<file path="config.mk">
export PLATFORM = sky130hd
export DESIGN_NAME = pipe_skid_reg
export DESIGN_NICKNAME = d
export VERILOG_FILES = /design/src/rtl/pipe_skid_reg.sv
export SDC_FILE = /design/constraint.sdc
export NUM_CORES = 1
export LEC_CHECK = 0
export BUFFER_PORTS_ARGS = -buffer_cell sky130_fd_sc_hd__buf_4
export CAP_MARGIN = 20
export CORE_MARGIN = 3
export CORE_UTILIZATION = 52
export DETAILED_ROUTE_END_ITERATION = 12
export PLACE_DENSITY = 0.78
export SYNTH_ARGS = -nofsm -noshare
export SYNTH_HDL_FRONTEND = slang
export SYNTH_SLANG_ARGS = --single-unit
</file>
<file path="constraint.sdc">
create_clock -name clk -period 2.8 [get_ports clk]
set_input_delay 0.14 -clock clk [delete_from_list [all_inputs] [get_ports clk]]
set_output_delay 0.14 -clock clk [all_outputs]
set_load 0.005 [all_outputs]
</file>
<file path="src/rtl/pipe_skid_reg.sv">
// pipe_skid_reg: registered valid/ready slice with one skid entry.
// Every output, including in_ready, comes straight from a flop.
module pipe_skid_reg #(
    parameter int WIDTH = 8
) (
    input  logic             clk,
    input  logic             reset,
    input  logic             flush,
    input  logic             in_valid,
    input  logic [WIDTH-1:0] in_data,
    output logic             in_ready,
    output logic             out_valid,
    output logic [WIDTH-1:0] out_data,
    input  logic             out_ready,
    output logic [1:0]       occupancy
);
    typedef enum logic [1:0] {EMPTY, ONE, FULL} state_t;
    state_t           state_q, state_d;
    logic [WIDTH-1:0] main_q, main_d, skid_q, skid_d;
    logic             in_ready_q, out_valid_q;
    logic [1:0]       occ_q;
    logic             in_xfer, out_xfer;
    assign in_xfer   = in_valid & in_ready_q;
    assign out_xfer  = out_valid_q & out_ready;
    assign in_ready  = in_ready_q;
    assign out_valid = out_valid_q;
    assign out_data  = main_q;
    assign occupancy = occ_q;
    always_comb begin
        state_d = state_q;
        main_d  = main_q;
        skid_d  = skid_q;
        if (flush) begin
            state_d = EMPTY;
        end else begin
            case (state_q)
                EMPTY: if (in_xfer) begin
                    state_d = ONE;
                    main_d  = in_data;
                end
                ONE: if (in_xfer && out_xfer) begin
                    main_d = in_data;
                end else if (in_xfer) begin
                    state_d = FULL;
                    skid_d  = in_data;
                end else if (out_xfer) begin
                    state_d = EMPTY;
                end
                FULL: if (out_xfer) begin
                    state_d = ONE;
                    main_d  = skid_q;
                end
                default: state_d = EMPTY;
            endcase
        end
    end
    // Status flops are loaded from the next state so they track state_q exactly.
    always_ff @(posedge clk) begin
        if (reset) begin
            state_q     <= EMPTY;
            main_q      <= '0;
            skid_q      <= '0;
            in_ready_q  <= 1'b1;
            out_valid_q <= 1'b0;
            occ_q       <= 2'd0;
        end else begin
            state_q     <= state_d;
            main_q      <= main_d;
            skid_q      <= skid_d;
            in_ready_q  <= state_d != FULL;
            out_valid_q <= state_d != EMPTY;
            occ_q       <= state_d == FULL ? 2'd2 : state_d == ONE ? 2'd1 : 2'd0;
        end
    end
endmodule
</file>
== After elaboration in Yosys (flattened, before gate mapping) ==
Index checks and enable logic that the tools add are counted.

* Word-level logic and storage cells: 39
* Register bits: 22

* Bitwise logic cells: 4
* Mux-type cells: 13
* Reduce and logical (&&, ||, !) cells: 7
* Equal/unequal tests: 8

{| class="wikitable"
|+ Operators by type and width
! cell !! count
|-
| $mux W8 || 3
|-
| $pmux W8 S3 || 1
|-
| $mux W2 || 7
|-
| $ne A2 B2 Y1 const B || 4
|-
| $pmux W2 S3 || 1
|-
| $reduce_and A5 Y1 || 1
|-
| $eq A2 B1 Y1 const B || 2
|-
| $eq A2 B2 Y1 const B || 2
|-
| $reduce_and A4 Y1 || 1
|-
| $reduce_bool A3 Y1 || 1
|-
| $and A1 B1 Y1 || 2
|-
| $logic_not A2 Y1 || 1
|-
| $not A1 Y1 || 2
|-
| $reduce_bool A2 Y1 || 1
|-
| $reduce_or A2 Y1 || 1
|-
| $logic_and A1 B1 Y1 || 1
|-
| $mux W1 || 1
|}

== Logic depth before layout (Yosys ltp) ==
Gate-level depths: netlist (run 1).

* Depth in word-level cells: 9
* Mapped depth: 5

== Least setup slack after synthesis (run 1) ==
Ideal clock, no wire load.

* Path kind: register -> register
* Start point: register state_q[1]
* End point: register main_q[4] (netlist: out_data[4])
* Data arrival time: 1.233 ns
* Clock period less this slack: 1.363 ns
* Setup time: 0.129 ns
* Setup slack: 1.437 ns
* Stages on the path, launching flop included: 6
* Required time: 2.671 ns
* Path through: dfxtp_1 and4bb_1 buf_6 buf_4 a221oi_1 a311oi_1

* Word-level cells in the longest chain between the ends: 3
* Elaborated cells between the ends (all ways): 9
* Classes of those cells: 5 x eq/ne; 1 x mux; 3 x reduce/logical

{| class="wikitable"
|+ RTL lines
! element !! RTL line !! text
|-
| start, declared || 18 || <nowiki>state_t state_q, state_d;</nowiki>
|-
| start signal, assigned || 67 || <nowiki>state_q <= state_d;</nowiki>
|-
| $eq A2 B1 Y1, or another cell as far along || 36 || <nowiki>case (state_q)</nowiki>
|-
| $ne A2 B2 Y1 (no source line) or $reduce_bool A3 Y1 (tied branches) || n/a ||
|-
| $reduce_and A5 Y1 (no source line) || n/a ||
|-
| end signal, assigned || 68 || <nowiki>main_q <= main_d;</nowiki>
|-
| end, declared || 19 || <nowiki>logic [WIDTH-1:0] main_q, main_d, skid_q, skid_d;</nowiki>
|}

Several ways; a longest one is shown, not always the timed one.
A chain may end at the register's enable or synchronous reset.

== Worst setup path after layout (run 1) ==
* Start point: register state_q[1]
* End point: register main_q[7] (netlist: out_data[7])

The elaborated chain is that of the path after synthesis.

==> results of run 1 <==
## cells by family (layout without fill, tap and decap cells)
group | count (synthesis) | count (layout) | share of synthesized area, %
AOI/OAI and AO/OA | 42 | 42 | 29.8
and+or+nand+nor | 36 | 36 | 18.7
DFF | 22 | 22 | 43.6
buffers and inverters | 11 | 29 | 7.92
## layout make-up
cell class	count	share of cell area, %
inverter	1	0.313
timing repair buffer	24	15.0
clock buffer	3	1.88
tap	25	2.61
clock inverter	1	2.51
sequential	22	36.7
multi-input combinational	78	40.9
## cell usage in the layout (no fill, tap or decap), drive strengths merged
cell type  synthesis  layout
buf                7      24
dfxtp             22      22
nand2             16      16
a21oi             12      12
o21ai              9       9
a221oi             9       9
nand3              8       8
a311oi             8       8
clkbuf             1       3
nor3               2       2
a21boi             1       1
and4bb             1       1
a21bo              1       1
nand4bb            1       1
and4b              1       1
clkinv             1       1
a22o               1       1
nor2b              1       1
or2b               1       1
and3b              1       1
and2               1       1
nor2               1       1
a32oi              1       1
or2                1       1
or3                1       1
bufinv             0       1
## power groups by stage
stage	logic (W)	registers, W	clock network (W)
floorplan	0.0000507	0.000341	0
global placement	0.0000842	0.000340	0
detailed placement	0.0000855	0.000340	0
CTS	0.0000859	0.000334	0.000247
global route	0.0000944	0.000336	0.000261
finish	0.0000862	0.000334	0.000244
## per-stage QoR
stage          worst slack (ns)  util, %  cell area (um2)  total power, W
5_1_grt                    1.02     67.2             1200        0.000691
2_1_floorplan              1.44        -             1010        0.000391
3_5_place_dp               1.18     64.3             1150        0.000426
3_3_place_gp               1.26     64.3             1150        0.000425
4_1_cts                    1.14     67.2             1200        0.000666
6_report                   1.12     67.2             1200        0.000664
## state kept, by name, summed over array words and instances (netlist names)
| register | flops |
|---|---|
| skid_q | 8 |
| out_data | 8 |
| out_valid | 1 |
| occupancy | 2 |
| state_q | 2 |
| in_ready | 1 |
## how the worst min path moves through the flow
stage                      endpoint  slack, ns       start  depth (start not counted)
after floorplan           skid_q[0]       0.29  in_data[0]                          2
after global routing      skid_q[7]       0.09  in_data[7]                          3
after detailed placement  skid_q[7]       0.43  in_data[7]                          3
after global placement    skid_q[1]       0.42  in_data[1]                          3
after CTS                 skid_q[1]       0.08  in_data[1]                          3
final                     skid_q[1]       0.08  in_data[1]                          3
## worst max-delay path, cell delays in order (launching register included)
cell and delay, ns:
dfxtp_1 0.38, and4bb_1 0.69, a221oi_1 0.21, a311oi_1 0.31
## synthesized netlist by cell type (all sizes together), types with 2 or more instances
library cell	instances	area, um2
a21oi	12	60.1
a221oi	9	78.8
a311oi	8	70.1
buf	7	53.8
dfxtp	22	440
nand2	16	60.1
nand3	8	40.0
nor3	2	10.0
o21ai	9	45.0
## per-layer routing
metal	track usage, %	share of wire [%]	up-vias
li1	-	-	457
met1	27.6	50	429
met2	26.7	41	38
met3	4.23	7.7	7
met4	8.76	1.7	0
met5	0	0	-
==> flow_summary.yaml, run 1 <==
run_status:
  outcome: "complete, no violations"
placed_design:
  post-dp-hpwl_mm: 1.60
  place_congestion: 0.840
  dp.cells: 150
  io_buffers: 24
synth:
  synth_fp_nets: 124
  synth_area_um2: 1010
  ys_warn_count: 0
  syn_inst: 111
  syn_area_per_cell_um2: 9.11
  ys.flop_type: "dfxtp_1"
  ys_types: 29
  async_flop_share_pct: 0
  ys_ff_latch: 22
  synth-edff-count: 0
  synth_seq_area_share_pct: 43.6
sta:
  period_needed_ns: 1.68
  fmax_mhz: 594
  tightest_slew_ns: 0.608
  fin_crit_sh_pct: 60.1
  finalSetupViolCount: 0
  finalSetupTns_ns: 0
  slew_violations: 0
  clock_skew_ns: 0.0135
  final_hold_viol_count: 0
  holdWs_ns: 0.0790
  rsz0062_at_grt: "no"
  maxSlewHeadroom_pct: 59.5
grt:
  antenna_found_initial: 0
  grt_usage_pct: 19.2
  overflow: 0
  grt_pass1_vias: 867
  grt_start_max_net_pins: 19
  grt_pass1_wl_mm: 3.79
cts:
  post_cts_buffers: 0
  cts_buffer_depth: 2
  cts_tree: "built"
  h-tree-depth: 1
  cts.sinks: 22
  root_buffer: "clkbuf_4"
  ctsResizeCount: 0
  insertion_delay_ns: 0.32
  cts_made_buffers: 3
  path_clk_slew_ns: 0.13
  cts_hold_buf: 0
layout:
  regArea_um2: 440
  final_nets: 143
  final_layout_size_suffix_gt1_share_pct: 24.8
  antenna_cells: 0
  multi_input_area_um2: 490
  fillerInstances: 148
  area_growth_pct: 18.6
  post_layout_nonfiller_instances: 154
critical_path:
  startpoint_type: "flop"
  crit_end: "out_data[7]"
  timing.rr.start: "state_q[1]"
  required_ns: 3.01
  critPathKind: "reg -> reg"
  startpoint: "state_q[1]"
  worstRegToRegCells: 3
  worstPathMaxFanout: 17
  arrival_ns: 1.90
  r2r_setup_slack_ns: 1.12
  rr_endpoint: "out_data[7]"
  cp-end-kind: "flop"
flow_run:
  maxCapViolations: 0
power_and_ir_drop:
  comb_power_share_pct: 13.0
  p_clk_share_pct: 36.8
  power_frac_seq_pct: 50.2
  intPower_w: 0.000514
  max-vdd-ir-drop_mv: 0.388
  power.switching_w: 0.000150
  power.density_nw_per_um2: 554
  swShare_pct: 22.6
  power.leakage_nw: 0.454
route:
  drt_first_pass_iters: 4
  drt-vias-per-instance: 6.05
  drc_errors: 0
  ant_nets: 0
  drtIter0Drc: 29
  vias: 931
  routed_wl_mm: 2.25
  wire_per_inst_um: 14.6
floorplan:
  placementRows: 15
  core_area_um2: 1780
  dieArea_um2: 2510
  start_util_pct: 56.7
  die_x_um: 50.1
  die_y_um: 50.1
  io_pins: 25
worst_hold_path:
  hold_path_class: "in -> reg"
No activity file was read; power rests on OpenSTA's default activity.
==> run 2: changes to the inputs <==
- CORE_UTILIZATION: 52 -> 51
- PLACE_DENSITY: 0.78 -> 0.77
- clock period: 2.8 -> 1.6 ns (I/O delays scaled with it)
==> run 2 against run 1 <==
  * Non-clock buffer count up 2
  * Via count down 0.86%
  * Sequential share of layout area about the same
  * Register-to-register slack worse by 1.0 ns
  * Core utilization down 0.77 points
  * Hold slack worse by 0.056 ns
  * Flip-flop and latch count unchanged
  * Die area up 1.7%
  * Design area down 0.10%
  * Largest power group unchanged
  * Fmax up 13%
  * Count of clock-buffer cells in the layout up 1
==> flow_summary.yaml, run 2 (synthesis gave the netlist of run 1 again) <==
worst_hold_path:
  holdPathStages: 3
  hold_path_class: "in -> reg"
route:
  vias: 923
  drt-vias-per-instance: 5.92
  routed_wl_mm: 2.34
  ant_nets: 0
  drc_errors: 0
  drtIter0Drc: 22
  wire_per_inst_um: 15.0
  drt_first_pass_iters: 4
cts:
  h-tree-depth: 1
  cts.sinks: 22
  insertion_delay_ns: 0.31
  cts_tree: "built"
  post_cts_buffers: 0
  cts_hold_buf: 0
  path_clk_slew_ns: 0.12
  root_buffer: "clkbuf_4"
  ctsResizeCount: 0
  cts_buffer_depth: 2
  cts_made_buffers: 3
floorplan:
  die_x_um: 50.5
  dieArea_um2: 2550
  placementRows: 15
  start_util_pct: 56.1
  core_area_um2: 1800
  die_y_um: 50.5
  io_pins: 25
flow_run:
  maxCapViolations: 0
layout:
  final_layout_size_suffix_gt1_share_pct: 26.0
  area_growth_pct: 18.4
  antenna_cells: 0
  layout_common_cells: "buf_4 (26), dfxtp_1 (22), nand2_1 (16), a21oi_1 (12)"
  fillerInstances: 167
  final_nets: 145
  final_common_cell: "buf_4"
critical_path:
  critPathKind: "reg -> reg"
  critPathBufInv: 0
  crit_slowest_cell: "dfxtp_1"
  worstRegToRegCells: 3
  path_depth: 3
  max_stage_delay_ns: 0.47
  startpoint_type: "flop"
  critPathTopFamily: "compound AO/OA/AOI/OAI gates"
  required_ns: 1.82
  cp-end-kind: "flop"
  crit_chain: "and4bb_1 -> a22o_4 -> a311oi_1"
  arrival_ns: 1.71
  worstPathMaxFanout: 11
sta:
  slew_violations: 0
  final_hold_viol_count: 0
  tightest_slew_ns: 0.462
  clock_skew_ns: 0.00746
  finalSetupTns_ns: 0
  rsz0062_at_grt: "no"
  maxSlewHeadroom_pct: 69.0
  fin_crit_sh_pct: 93.0
  holdWs_ns: 0.0234
  period_needed_ns: 1.49
  finalSetupViolCount: 0
  fmax_mhz: 672
power_and_ir_drop:
  power.density_nw_per_um2: 873
  power.leakage_nw: 0.457
  max-vdd-ir-drop_mv: 0.592
placed_design:
  io_buffers: 24
  post-dp-hpwl_mm: 1.69
  place_congestion: 0.830
grt:
  grt_usage_pct: 20.2
  grt_pass1_vias: 893
  overflow: 0
  grt_start_max_net_pins: 19
  grt_pass1_wl_mm: 3.86
  antenna_found_initial: 0
run_status:
  outcome: "complete, no violations"
==> run 2: cell count changes in the layout (fill, tap and decap cells not counted) <==
cell | previous run | this run
buf_4 | 24 | 26
bufinv_16 | 1 | 0
clkbuf_8 | 0 | 1
==> run 2: through the flow <==
stage,instance area [um2],total power [W],util [%],instances,worst slack [ns]
after global routing,1200,0.00109,66.5,156,0.0125
after detailed placement,1160,0.000751,64.4,152,0.150
final,1200,0.00105,66.5,156,0.111
after global placement,1160,0.000748,64.4,152,0.228
after floorplan,1010,0.000685,-,111,0.237
after CTS,1200,0.00105,66.5,156,0.134
==> run 2: worst paths after layout <==
| check | from | end | slack (ns) |
|---|---|---|---|
| worst max-delay path | state_q[1] | out_data[0] | 0.11 |
| worst min-delay path | in_data[3] | skid_q[3] | 0.02 |
| worst max register to register | state_q[1] | out_data[0] | 0.11 |
| worst min register to register | skid_q[4] | out_data[4] | 0.49 |
==> run 2: metal layers <==
metal  wire, um  vias up  global-route usage [%]
met2       1160       25                    34.6
met3         93        6                    3.26
met4         53        0                    11.7
li1           -      464                       -
met1       1030      428                    23.6
met5          0        -                       0
==> run 2: final cells by class <==
class | count | area (um2) | share of cell area, %
repair buffers | 26 | 195 | 16.3
clock buffers | 4 | 36.3 | 3.03
flip-flops and latches | 22 | 440 | 36.8
well taps | 25 | 31.3 | 2.61
multi-input cells | 78 | 490 | 41.0
inverters | 1 | 3.75 | 0.313
==> run 2: report_power, final <==
part	total [W]	internal (W)	switching, W
Sequential	0.000585	0.000570	0.0000148
Combinational	0.000154	0.0000784	0.0000758
Clock	0.000306	0.000139	0.000168
==> run 2: tightest hold or removal path, cell delays in order <==
cell and delay, ns:
buf_4 0.11, nand3_1 0.05, a21oi_1 0.05
==> run 3: changes to the inputs <==
- GPL_ROUTABILITY_DRIVEN: not set -> 0
- MAX_ROUTING_LAYER: not set -> met4
==> run 3 against run 2 <==
  * Cell count unchanged
  * Sequential share of layout area unchanged
  * Core utilization unchanged
  * Register-to-register slack about the same
  * Largest power group unchanged
  * Worst setup slack improved by 0.0073 ns
  * Clock power about the same
  * Hold slack improved by 0.0033 ns
  * Die area unchanged
  * Largest cell class unchanged
  * Count of clock-buffer cells in the layout unchanged
==> flow_summary.yaml, run 3 (synthesis gave the netlist of run 1 again) <==
critical_path:
  critPathTopFamily: "compound AO/OA/AOI/OAI gates"
  worstPathMaxFanout: 11
  rr_endpoint: "out_data[0]"
  startpoint_type: "flop"
  timing.rr.start: "state_q[1]"
  startpoint: "state_q[1]"
  critPathBufInv: 0
  critPathKind: "reg -> reg"
  required_ns: 1.81
  worstRegToRegCells: 3
  crit_slowest_cell: "dfxtp_1"
  arrival_ns: 1.70
  max_stage_delay_ns: 0.46
  cp-end-kind: "flop"
  r2r_setup_slack_ns: 0.12
  crit_chain: "and4bb_1 -> a22o_4 -> a311oi_1"
route:
  drtIter0Drc: 22
  routed_wl_mm: 2.32
  drt-vias-per-instance: 5.94
  vias: 926
  drt_first_pass_iters: 4
  wire_per_inst_um: 14.9
  ant_nets: 0
  drc_errors: 0
layout:
  final_layout_size_suffix_gt1_share_pct: 26.0
  final_common_cell: "buf_4"
  final_nets: 145
  fin_util_pct: 66.5
  final_area_um2: 1200
  antenna_cells: 0
  area_growth_pct: 18.4
  layout_common_cells: "buf_4 (26), dfxtp_1 (22), nand2_1 (16), a21oi_1 (12)"
grt:
  grt_start_max_net_pins: 19
  grt_pass1_wl_mm: 3.86
  grt_usage_pct: 20.7
  antenna_found_initial: 0
  grt_pass1_vias: 894
  overflow: 0
cts:
  cts_buffer_depth: 2
  post_cts_buffers: 0
  cts_tree: "built"
  cts.sinks: 22
  cts_made_buffers: 3
  h-tree-depth: 1
  ctsResizeCount: 0
  cts_hold_buf: 0
  root_buffer: "clkbuf_4"
  path_clk_slew_ns: 0.12
  insertion_delay_ns: 0.30
flow_run:
  maxCapViolations: 0
power_and_ir_drop:
  max-vdd-ir-drop_mv: 0.592
  power.leakage_nw: 0.457
  power.density_nw_per_um2: 871
floorplan:
  io_pins: 25
  dieArea_um2: 2550
  start_util_pct: 56.1
  placementRows: 15
  die_y_um: 50.5
  core_area_um2: 1800
  die_x_um: 50.5
sta:
  fin_crit_sh_pct: 92.6
  clock_skew_ns: 0.00730
  final_hold_viol_count: 0
  finalSetupViolCount: 0
  holdWs_ns: 0.0267
  slew_violations: 0
  period_needed_ns: 1.48
  rsz0062_at_grt: "no"
  maxSlewHeadroom_pct: 68.0
  fmax_mhz: 675
  finalWorstSetupSlack_ns: 0.119
  finalSetupTns_ns: 0
  tightest_slew_ns: 0.477
placed_design:
  io_buffers: 24
  post-dp-hpwl_mm: 1.69
  postPlaceCellArea_um2: 1160
  dp_slack_ns: 0.150
worst_hold_path:
  holdPathStages: 3
  whs_endpoint: "skid_q[3]"
  hold_path_class: "in -> reg"
  hp-start: "in_data[3]"
run_status:
  outcome: "complete, no violations"
run 3: cell counts in the layout (fill, tap and decap cells not counted):
No cell type changed its count.
run 3: per-layer routing:
layer	wire, um	GRT usage [%]	up-vias
met3	99	3.26	4
met4	36	11.7	0
met5	0	-	-
met2	1170	34.6	21
li1	-	-	463
met1	1020	23.6	438
run 3: layout make-up:
type                       count  area [um2]
clock buffer                   4        36.3
fill                         167         604
inverter                       1        3.75
multi-input combinational     78         490
sequential                    22         440
tap                           25        31.3
timing repair buffer          26         195
run 3: worst min-delay path, cell delays in order:
cell     delay (ns)
buf_4          0.11
nand3_1        0.05
a21oi_1        0.05
run 3: power breakdown:
group	internal (W)	switching, W
Clock	0.000139	0.000165
Combinational	0.0000784	0.0000755
Sequential	0.000570	0.0000149
Total	0.000787	0.000256
run 3: worst max path at each step:
stage,slack (ns),endpoint,cells past startpoint
4_1_cts,0.13,out_data[3],3
3_5_place_dp,0.15,out_data[3],3
3_3_place_gp,0.23,out_data[3],3
2_1_floorplan,0.24,out_data[4],5
5_1_grt,0.01,skid_q[7],4
6_report,0.12,out_data[0],3
run 3: metrics by stage:
stage | power [W] | instances
after floorplan | 0.000685 | 111
after global placement | 0.000748 | 152
after detailed placement | 0.000751 | 152
after CTS | 0.00105 | 156
after global routing | 0.00109 | 156
final | 0.00104 | 156
